[config.mk]
export PLATFORM = sky130hd
export DESIGN_NAME = pow2_interp_pipe
export DESIGN_NICKNAME = d
export VERILOG_FILES = /design/src/rtl/pow2_interp_pipe.sv
export SDC_FILE = /design/constraint.sdc
export NUM_CORES = 1
export LEC_CHECK = 0
export CORE_MARGIN = 8
export CORE_UTILIZATION = 31
export DETAILED_ROUTE_END_ITERATION = 16
export PLACE_DENSITY = 0.61
export SYNTH_ARGS = -nofsm -noshare
export SYNTH_HDL_FRONTEND = slang
export SYNTH_SLANG_ARGS = --single-unit
[constraint.sdc]
create_clock -name clock -period 3.1 [get_ports clock]
set_input_delay 0.62 -clock clock [delete_from_list [all_inputs] [get_ports clock]]
set_output_delay 0.62 -clock clock [all_outputs]
set_load 0.005 [all_outputs]
[src/rtl/pow2_interp_pipe.sv]
// frac(2^x) = 2^x - 1 by table lookup plus rounded linear interpolation; 3-cycle latency, 1 beat/cycle.
// A single advance enable stalls every stage together when the output is held; in_ready is that enable.
module pow2_interp_pipe #(
  parameter int IN_WIDTH  = 8,
  parameter int LUT_BITS  = 4,
  parameter int OUT_WIDTH = 8,
  parameter int TAG_WIDTH = 1
) (
  input  logic                 clock,
  input  logic                 reset,
  input  logic                 in_valid,
  output logic                 in_ready,
  input  logic [IN_WIDTH-1:0]  in_data,
  input  logic [TAG_WIDTH-1:0] in_tag,
  output logic                 out_valid,
  input  logic                 out_ready,
  output logic [OUT_WIDTH-1:0] out_data,
  output logic [TAG_WIDTH-1:0] out_tag
);

  localparam int F  = IN_WIDTH - LUT_BITS;
  localparam int FW = (F > 0) ? F : 1;
  localparam int N  = 1 << LUT_BITS;
  localparam int TW = OUT_WIDTH + 1;
  localparam int PW = TW + FW;

  localparam logic [PW-1:0] RND   = (F > 0) ? ((PW'(1) << FW) >> 1) : PW'(0);
  localparam logic [TW:0]   LIMIT = (TW + 1)'(1) << OUT_WIDTH;

  typedef logic [TW-1:0] tval_t;

  function automatic tval_t lut_entry(input int i);
    real v;
    v = (2.0 ** (real'(i) / real'(N)) - 1.0) * (2.0 ** OUT_WIDTH);
    return tval_t'($rtoi(v + 0.5));
  endfunction

  generate
    if (IN_WIDTH < LUT_BITS) begin : g_bad_width
      $error("IN_WIDTH must be >= LUT_BITS");
    end
    if (TAG_WIDTH < 1) begin : g_bad_tag
      $error("TAG_WIDTH must be >= 1");
    end
  endgenerate

  // Table has one extra entry so hi+1 is always valid; the last entry is exactly 2^OUT_WIDTH.
  tval_t lut [N+1];
  generate
    for (genvar g = 0; g <= N; g++) begin : g_lut
      localparam tval_t ENTRY = lut_entry(g);
      assign lut[g] = ENTRY;
    end
  endgenerate

  logic [LUT_BITS:0] idx;
  logic [LUT_BITS:0] idx_nxt;
  logic [FW-1:0]     lo_in;

  assign idx     = {1'b0, in_data[IN_WIDTH-1 -: LUT_BITS]};
  assign idx_nxt = idx + 1'b1;

  generate
    if (F > 0) begin : g_lo
      assign lo_in = in_data[FW-1:0];
    end else begin : g_no_lo
      assign lo_in = '0;
    end
  endgenerate

  logic adv;

  logic                 s1_vld_q, s2_vld_q, s3_vld_q;
  logic [TAG_WIDTH-1:0] s1_tag_q, s2_tag_q, s3_tag_q;
  tval_t                s1_base_q, s1_diff_q;
  logic [FW-1:0]        s1_lo_q;
  tval_t                s2_base_q, s2_term_q;
  logic [OUT_WIDTH-1:0] s3_dat_q;

  tval_t                s1_base_d, s1_diff_d;
  logic [PW-1:0]        s2_prod;
  tval_t                s2_term_d;
  logic [TW:0]          s3_sum;
  logic [OUT_WIDTH-1:0] s3_dat_d;

  assign adv      = !s3_vld_q || out_ready;
  assign in_ready = adv;

  always_comb begin
    s1_base_d = lut[idx];
    s1_diff_d = lut[idx_nxt] - lut[idx];
    // With F = 0 the low part is constant zero, so the term collapses to zero.
    s2_prod   = PW'(s1_diff_q) * PW'(s1_lo_q) + RND;
    s2_term_d = TW'(s2_prod >> F);
    s3_sum    = {1'b0, s2_base_q} + {1'b0, s2_term_q};
    s3_dat_d  = (s3_sum >= LIMIT) ? {OUT_WIDTH{1'b1}} : s3_sum[OUT_WIDTH-1:0];
  end

  always_ff @(posedge clock) begin
    if (reset) begin
      s1_vld_q <= 1'b0;
      s2_vld_q <= 1'b0;
      s3_vld_q <= 1'b0;
      s3_dat_q <= '0;
      s3_tag_q <= '0;
    end else if (adv) begin
      s1_vld_q <= in_valid;
      s2_vld_q <= s1_vld_q;
      s3_vld_q <= s2_vld_q;
      s3_dat_q <= s3_dat_d;
      s3_tag_q <= s2_tag_q;
    end
  end

  // Internal data stages carry no reset; their contents are qualified by the valid bits.
  always_ff @(posedge clock) begin
    if (adv) begin
      s1_tag_q  <= in_tag;
      s1_base_q <= s1_base_d;
      s1_diff_q <= s1_diff_d;
      s1_lo_q   <= lo_in;
      s2_tag_q  <= s1_tag_q;
      s2_base_q <= s1_base_q;
      s2_term_q <= s2_term_d;
    end
  end

  assign out_valid = s3_vld_q;
  assign out_data  = s3_dat_q;
  assign out_tag   = s3_tag_q;

endmodule

Word-level counts from Yosys, hierarchy flattened
Memories as Yosys holds them, arrays and structs flattened.
Cells that the tools add are included.
Storage, ports and cells
  RAM bits: 0
  memory bits (read-only): 576
  memories: 2
  input bits: 13
  bits in latches: 0
  word-level logic and storage cells: 31
  bits in registers: 54
  output and inout port bits: 11
Cells by class
  div/mod/pow operators: 0
  eq/ne operators: 0
  mux-type cells: 5
  reductions and logical operators: 2
  $mul: 1
  shift-type cells: 0
  add/sub/neg operators: 4
  magnitude comparators: 3
  bitwise gates (word level): 2
Memory list
  (no name shown): words 32, bits a word 9, read ports 1, clocked after memory_dff 0, write ports 0, line 91  | s1_diff_d = lut[idx_nxt] - lut[idx];
  (no name shown): words 32, bits a word 9, read ports 1, clocked after memory_dff 0, write ports 0, line 91
Operators with widths (count)
  two-way mux 9 bit: 4
  adder 13 x 4 -> 13 bit (second input constant): 1
  multiplier 9 x 4 -> 13 bit: 1
  greater-or-equal comparator 6 bit (second input constant): 2
  adder 9 x 9 -> 10 bit: 1
  greater-or-equal comparator 10 x 9 -> 1 bit (second input constant): 1
  subtractor 9 bit: 1
  two-way mux 8 bit: 1
  inverter 4 -> 6 bit: 1
  inverter 5 -> 6 bit: 1
  adder 4 x 1 -> 5 bit (second input constant): 1
  logical NOT 1 bit: 1
  logical OR 1 bit: 1

Logic depth before layout (Yosys ltp)
Gate-level depths: netlist of the first run.
  depth after elaboration: 6
  depth in mapped cells: 15
  mapped depth without buffers: 14

Least setup slack after synthesis of the first run
No wires, ideal clock.
  path kind: in2reg
  start: input port in_data[4]
  end: register s1_diff_q[8] (data pin)
  data required time: 2.835 ns
  path buffers: 2
  setup slack: -0.236 ns
  library setup time: 0.265 ns
  stages: 15
  data arrival time: 3.070 ns
  path through: ha_1 > clkbuf_1 > and3_1 > clkbuf_1 > a21oi_1 > o21ai_0 > ha_1 > inv_1 > fa_1 > a21oi_1 > nor2b_1 > or3_1 > a21oi_1 > o2bb2ai_1 > xor2_1
Between the ends
  word-level cells in the longest chain between the ends: 6
  elaborated cells on any way between the ends: 10
  those cells by class: add/sub (2); mux (4); bitwise (2); memory (2)
RTL lines
  from (decl): line 13  | input logic [IN_WIDTH-1:0] in_data,
  adder 4 x 1 -> 5 bit: line 61  | assign idx_nxt = idx + 1'b1;
  inverter 5 -> 6 bit (not written as such): line 91
  memory read (32 x 9 bit)
  two-way mux 9 bit (not written as such) (2 in series): line 91
  subtractor 9 bit (*): line 91
  via s1_diff_d[8]: line 80  | tval_t s1_base_d, s1_diff_d;
  to (signal assigned): line 120  | s1_diff_q <= s1_diff_d;
  to (decl): line 75  | tval_t s1_base_q, s1_diff_q;
Mark *: on every way through the listed nets, which the timed path passes. The rest lies on a longest branch. The select of a mux whose other input is x is not followed.
A chain may end at the register's enable or synchronous reset.

Worst setup path after layout of the first run
  start: register s1_lo_q[2]
  end: register s2_term_q[7] (data pin)
Between the ends
  word-level cells in the longest chain between the ends: 2
RTL lines
  from (decl): line 76  | logic [FW-1:0] s1_lo_q;
  from (signal assigned): line 121  | s1_lo_q <= lo_in;
  multiplier 9 x 4 -> 13 bit: line 93  | s2_prod = PW'(s1_diff_q) * PW'(s1_lo_q) + RND;
  adder 13 x 4 -> 13 bit: line 93
  via s2_prod[11]: line 81  | logic [PW-1:0] s2_prod;
  to (signal assigned): line 124  | s2_term_q <= s2_term_d;
  to (decl): line 77  | tval_t s2_base_q, s2_term_q;
The timed path passes the listed nets, and every way through them passes these cells.

==> results.json, run 1 <==
{
  "status": "complete, but fails checks",
  "violations": "negative setup slack",
  "ys.flop_type": "edfxtp_1",
  "synth-xor-area-share_pct": 5.80,
  "start_kind": "flop",
  "finalHoldViolations": 0,
  "fin_skew_ns": 0.00556,
  "max_freq_mhz": 294,
  "cts_max_path_buffers": 2,
  "max-cap-violations": 0,
  "syn_area_per_cell_um2": 10.2,
  "synth_top_area_cell": "edfxtp_1",
  "worst_pin_slew_ns": 0.600,
  "fp.dieH_um": 128,
  "rr_worst_depth": 13,
  "num_vias": 2926,
  "combPwrFrac_pct": 64.3,
  "gp_congestion": 0.826,
  "yosysSeqAreaShare_pct": 36.9,
  "setup_viol": 8,
  "grt_overflow_total": 0,
  "p_switching_mw": 1.76,
  "initial_utilization_pct": 31.3,
  "relSlewSlack_pct": 60.0,
  "cp.arrival_ns": 3.43,
  "drcViolationCount": 0,
  "clock_power_share_pct": 11.1,
  "layout_worst_path_cycle_share_pct": 110,
  "cp_max_fo": 6,
  "crit_path_max_incr_delay_ns": 0.51,
  "cts_tree": "done",
  "p_seq_share_pct": 24.6,
  "io_buffers": 23,
  "path_cells": "nand2_2, ha_4, fa_1, fa_1, and4b_1, nand2_1, fa_2, nor2b_1, o21ai_1, nand2_1, o211ai_1, a21oi_2, xor2_1",
  "die_area_um2": 16400,
  "reg2reg_slack_ns": -0.30,
  "ys_top_cells_by_area": "edfxtp_1 (31%), ha_1 (14%), fa_1 (8.7%)",
  "dpl_cell_area_um2": 4870,
  "clk_latency_ns": 0.29,
  "setup.worst_path.end_class": "flop",
  "tns_ns": -1.30,
  "hpwl_um": 6310,
  "syn_to_final_growth_pct": 33.7,
  "worst_slack_ns": -0.298,
  "synth_top_family_by_area": "adder cells",
  "power.density_nw_per_um2": 922,
  "antenna_found_initial": 0,
  "via_per_inst": 4.54,
  "fp-row-count": 41,
  "power_leakage_nw": 2.24,
  "io_pins": 24,
  "grt_max_degree": 52,
  "synth_edf_count": 40,
  "ys_ff_latch": 52,
  "first_global_vias": 2971,
  "synthMuxAreaShare_pct": 0.802,
  "finalInstanceArea_um2": 5220,
  "cts_made_buffers": 5,
  "min_period_ns": 3.40,
  "synth_compound_area_share_pct": 13.2,
  "num_antenna_cells": 0,
  "synthArstFlopShare_pct": 0,
  "hp-class": "flop to flop",
  "power_switching_share_pct": 36.7,
  "wl_um": 7890,
  "grt_util_all_layers_pct": 9.92,
  "hold-path-cell-count": 0,
  "peakVddDrop_mv": 0.386,
  "drive_gt1_share_pct": 27.7,
  "ys_types": 51,
  "yosysTopAreaCellShare_pct": 30.8,
  "fillCellCount": 1200,
  "regToRegEndpoint": "s2_term_q[7]$_DFFE_PP_",
  "critPathKind": "flop to flop",
  "r2r-start": "s1_lo_q[2]$_DFFE_PP_",
  "syn_area_um2": 3900,
  "grt_pass1_wl_um": 13400,
  "die_x_um": 128,
  "power.total_mw": 4.81,
  "fin_cells": 645,
  "drtAntennaViolNets": 0,
  "worstHoldStart": "s1_base_q[6]$_DFFE_PP_",
  "clock-sinks": 52,
  "synth_cells": 381,
  "synth_nets": 456,
  "synth_fa_ha_area_share_pct": 23.1,
  "drtPass1Iterations": 4,
  "cts.reportedPaths.clkPinSlew_ns": 0.07,
  "first_iter_violations": 135,
  "rsz0062_at_grt": "true",
  "crit_required_ns": 3.14,
  "cp_slowest_cell": "fa_1",
  "place_inst": 632,
  "internal_power_mw": 3.04,
  "cts_root_buf": "clkbuf_16",
  "htreeDepth": 2,
  "final_cell_mix": "buf_4 (66), edfxtp_1 (40), ha_1 (35)",
  "regArea_um2": 1440,
  "post_drt_wl_per_cell_um": 12.2,
  "yosys.area_share.simple_pct": 16.2,
  "multi_input_area_um2": 2520,
  "ys.warnings.count": 0,
  "layout_commonest_cell": "buf_4",
  "core_area_um2": 12500,
  "hold-path-endpoint": "s2_base_q[6]$_DFFE_PP_",
  "nets": 547,
  "finalMaxSlewViolations": 0
}
==> cell families (layout without fill, tap and decap cells) <==
family	Yosys count	in the layout
flip-flops	52	52
AO/OA/AOI/OAI	80	80
XOR/XNOR	25	25
AND/OR/NAND/NOR	120	120
multiplexers	3	3
adder cells (fa/ha/maj)	62	62
buffers and inverters	39	131
==> registers in the layout (all words and copies together) (netlist names) <==
| name | cells |
|---|---|
| s1_lo_q | 4 |
| s2_vld_q | 1 |
| s2_term_q | 9 |
| s2_tag_q | 1 |
| s1_base_q | 8 |
| s2_base_q | 8 |
| out_valid | 1 |
| out_data | 8 |
| s1_tag_q | 1 |
| s1_diff_q | 9 |
| s1_vld_q | 1 |
| out_tag | 1 |
==> Yosys cell counts, drive strengths merged (2+ instances only) <==
cell type  number
ha             45
edfxtp         40
nor2           30
inv            29
and2           28
nand2          25
a21oi          24
o21ai          21
fa             17
xor2           14
a211oi         12
dfxtp          12
nor2b          12
xnor2          11
nor3            6
buf             5
clkbuf          5
nand2b          4
or3             4
nand3           3
o211ai          3
o21a            3
a211o           2
a21o            2
a31oi           2
mux2i           2
nor4            2
o21bai          2
==> worst max path at each step <==
stage | start | slack (ns) | end
final | s1_lo_q[2]$_DFFE_PP_ | -0.30 | s2_term_q[7]$_DFFE_PP_
after global routing | s1_lo_q[2]$_DFFE_PP_ | -0.51 | s2_term_q[7]$_DFFE_PP_
after CTS | s1_lo_q[2]$_DFFE_PP_ | -0.30 | s2_term_q[7]$_DFFE_PP_
after detailed placement | in_data[4] | -0.79 | s1_diff_q[8]$_DFFE_PP_
after global placement | in_data[4] | -0.70 | s1_diff_q[8]$_DFFE_PP_
after floorplan | s1_lo_q[3]$_DFFE_PP_ | -0.13 | s2_term_q[7]$_DFFE_PP_
==> worst max-delay path, delay by kind of cell, from the launching register on <==
kind | cells | cell delay [ns]
compound gates | 3 | 0.39
xor+xnor | 1 | 0.07
flops | 1 | 0.49
fa+ha+maj | 4 | 1.53
simple gates | 5 | 0.67
==> through the flow <==
step	hold WS (ns)	setup slack, ns	utilization (%)
after floorplan	0.400	-0.131	-
after global placement	0.404	-0.701	39.1
after detailed placement	0.406	-0.790	39.1
after CTS	0.423	-0.296	41.0
after global routing	0.426	-0.508	41.8
final	0.422	-0.298	41.8
==> power groups by stage <==
stage	Combinational (mW)	Clock, mW	Sequential, mW
after global placement	2.91	0	1.19
after global routing	3.46	0.576	1.21
after CTS	3.06	0.551	1.18
after floorplan	2.05	0	1.16
final	3.09	0.533	1.18
after detailed placement	2.94	0	1.20
==> layer usage <==
layer / up-vias / share of wire [%] / GRT usage, %
met5: - / 0 / 0
met2: 50 / 52 / 18.0
met4: 0 / 1.4 / 3.22
met1: 1352 / 43 / 11.2
met3: 10 / 3.9 / 2.08
li1: 1514 / - / -
==> area by class of cell <==
cell class,count,share of cell area [%]
Tap cell,172,4.13
Timing Repair Buffer,94,14.9
Inverter,29,2.16
Clock inverter,2,0.312
Sequential cell,52,27.6
Clock buffer,6,2.47
Multi-Input combinational cell,290,48.4
==> repair_timing <==
| action | 4_1_cts | 5_1_grt |
|---|---|---|
| resized for setup | 31 | 21 |
| hold buffers | 0 | 0 |
| setup buffers | 2 | 3 |
| pin swaps | 15 | 18 |
| setup endpoints to repair | 13 | 11 |
No activity file was read; power rests on OpenSTA's default activity.
==> run 2, diff against run 1 <==
--- a/config.mk
+++ b/config.mk
@@ -8,7 +8,8 @@
 export CORE_MARGIN = 8
 export CORE_UTILIZATION = 31
 export DETAILED_ROUTE_END_ITERATION = 16
-export PLACE_DENSITY = 0.61
+export MAX_ROUTING_LAYER = met4
+export PLACE_DENSITY = 0.59
 export SYNTH_ARGS = -nofsm -noshare
 export SYNTH_HDL_FRONTEND = slang
 export SYNTH_SLANG_ARGS = --single-unit
==> constraint.sdc (replaced) <==
create_clock -name clock -period 4.1 [get_ports clock]
set_input_delay 0.82 -clock clock [delete_from_list [all_inputs] [get_ports clock]]
set_output_delay 0.82 -clock clock [all_outputs]
set_load 0.005 [all_outputs]
==> run 2 against run 1 <==
  * The run now ends clean
  * Global-route usage fell by 0.36 points
  * Non-clock buffer count fell by 54
  * Critical path type is now input pin to flop
  * Via count fell by 6.9%
==> results.json, run 2 (synthesized netlist as in run 1, its figures left out) <==
{
  "post_drt_wl_per_cell_um": 12.0,
  "die_x_um": 128,
  "grt_pass1_wl_um": 12700,
  "peakVddDrop_mv": 0.312,
  "cts_made_buffers": 5,
  "initial_utilization_pct": 31.3,
  "internal_power_mw": 1.93,
  "clock-sinks": 52,
  "worst_pin_slew_ns": 0.631,
  "drtAntennaViolNets": 0,
  "post_cts_resized": 0,
  "setup.worst_path.end_class": "flop",
  "finalMaxSlewViolations": 0,
  "top_regs": "s1_diff_q: 9 flops, s2_term_q: 9 flops",
  "critPathTopFamily": "adder cells",
  "io_buffers": 23,
  "drcViolationCount": 0,
  "core_area_um2": 12500,
  "cts.reportedPaths.clkPinSlew_ns": 0.07,
  "path_buf_inv": 3,
  "num_vias": 2724,
  "crit_required_ns": 4.13,
  "start_kind": "input pin",
  "antenna_found_initial": 0,
  "combPwrFrac_pct": 58.3,
  "critPathKind": "input pin to flop",
  "setup_viol": 0,
  "drive_gt1_share_pct": 10.0,
  "min_period_ns": 3.87,
  "syn_to_final_growth_pct": 17.4,
  "hp-class": "flop to flop",
  "hold_slack_ns": 0.426,
  "first_global_vias": 2875,
  "final_cell_mix": "ha_1 (45), edfxtp_1 (40), nor2_1 (30)",
  "cp_slowest_cell": "clkdlybuf4s50_1",
  "cp.arrival_ns": 3.91,
  "power_switching_share_pct": 38.1,
  "hpwl_um": 5830,
  "rsz0062_at_grt": "false",
  "grt_max_degree": 52,
  "p_switching_mw": 1.19,
  "die_area_um2": 16400,
  "clock_power_share_pct": 13.3,
  "wl_um": 7080,
  "first_iter_violations": 84,
  "fp-row-count": 41,
  "clk_latency_ns": 0.29,
  "layout_worst_path_cycle_share_pct": 94.5,
  "power_leakage_nw": 1.96,
  "pre_cts_slack_ns": -0.0517,
  "cts_tree": "done",
  "cp_max_fo": 6,
  "cts_max_path_buffers": 2,
  "finalHoldViolations": 0,
  "fin_skew_ns": 0.00501,
  "hold_buffers": 0,
  "status": "finished, final reports clean",
  "num_antenna_cells": 0,
  "layout_commonest_cell": "ha_1",
  "drtPass1Iterations": 4,
  "cts_setup_buffers": 0,
  "max_freq_mhz": 258,
  "p_seq_share_pct": 28.4,
  "path_cells": "clkdlybuf4s50_1, inv_1, ha_1, nor2_1, or3_1, o21ai_0, ha_1, inv_1, fa_1, a21oi_1, nor2b_1, or3_1, a21oi_1, o2bb2ai_1, xor2_1",
  "cts_root_buf": "clkbuf_16",
  "max-cap-violations": 0,
  "htreeDepth": 2,
  "relSlewSlack_pct": 57.9,
  "io_pins": 24,
  "grt_util_all_layers_pct": 9.56,
  "gp_congestion": 0.850,
  "nets": 493,
  "via_per_inst": 4.61,
  "worst_slack_ns": 0.227,
  "grt_overflow_total": 0,
  "fp.dieH_um": 128,
  "power.density_nw_per_um2": 682,
  "crit_path_max_incr_delay_ns": 0.56
}
## run 2: cell types whose count changed in the layout (fill, tap and decap cells not counted), moves of 4 or more
cell / change
ha_1: +10
inv_1: +4
buf_6: -5
buf_4: -49
clkdlybuf4s50_1: +4
o21ai_0: +4
ha_4: -9
## run 2: worst paths after layout
path	depth (start not counted)	to	startpoint	slack [ns]
worst max register to register	14	s2_term_q[7]$_DFFE_PP_	s1_lo_q[1]$_DFFE_PP_	0.47
worst min register to register	0	s2_tag_q$_DFFE_PP_	s1_tag_q$_DFFE_PP_	0.43
worst max-delay path	15	s1_diff_q[8]$_DFFE_PP_	in_data[5]	0.23
worst min-delay path	0	s2_tag_q$_DFFE_PP_	s1_tag_q$_DFFE_PP_	0.43
## run 2: worst register-to-register path, delay by kind of cell, from the launching register on
family | cells | cell delay (ns)
compound gates | 3 | 0.38
xor+xnor | 1 | 0.08
fa+ha+maj | 4 | 1.54
buf+inv | 1 | 0.08
flops | 1 | 0.49
simple gates | 5 | 0.81
## run 2: metal layers
metal,track usage (%),part of all wire [%],vias to the layer above
li1,-,-,1400
met2,17.7,52,39
met5,-,0,-
met3,1.71,3.4,9
met1,9.92,43,1276
met4,3.29,1.7,0
## run 2: power groups by stage
stage / registers, mW / clock network, mW / logic [mW]
detailed placement: 0.902 / 0 / 1.84
global route: 0.908 / 0.452 / 2.09
finish: 0.887 / 0.416 / 1.82
global placement: 0.900 / 0 / 1.80
floorplan: 0.877 / 0 / 1.42
CTS: 0.891 / 0.430 / 1.86
## run 2: stage by stage
stage                     area (µm²)  util (%)  power [mW]  std cells  setup TNS, ns
after CTS                       4580      36.8        3.18        591              0
final                           4580      36.8        3.13        591              0
after detailed placement        4430      35.6        2.75        583        -0.0517
after floorplan                 3900         -        2.29        381              0
after global placement          4430      35.6        2.70        583              0
after global routing            4580      36.8        3.45        591              0
## run 2: area by class of cell
cell class / instances / area [µm²]
clock buffers: 5 / 125
clock inverters: 3 / 26.3
repair buffers: 40 / 358
multi-input cells: 290 / 2310
inverters: 29 / 109
flip-flops and latches: 52 / 1440
fillers: 1273 / 7880
well taps: 172 / 215
==> run 3, diff against run 2 <==
--- a/config.mk
+++ b/config.mk
@@ -7,6 +7,7 @@
 export LEC_CHECK = 0
 export CORE_MARGIN = 8
 export CORE_UTILIZATION = 31
+export CTS_BUF_LIST = sky130_fd_sc_hd__clkbuf_4 sky130_fd_sc_hd__clkbuf_8 sky130_fd_sc_hd__clkbuf_16
 export DETAILED_ROUTE_END_ITERATION = 16
 export MAX_ROUTING_LAYER = met4
 export PLACE_DENSITY = 0.59
==> results of run 3 <==
Final layout, timing and power as in run 2 (identical DEF).
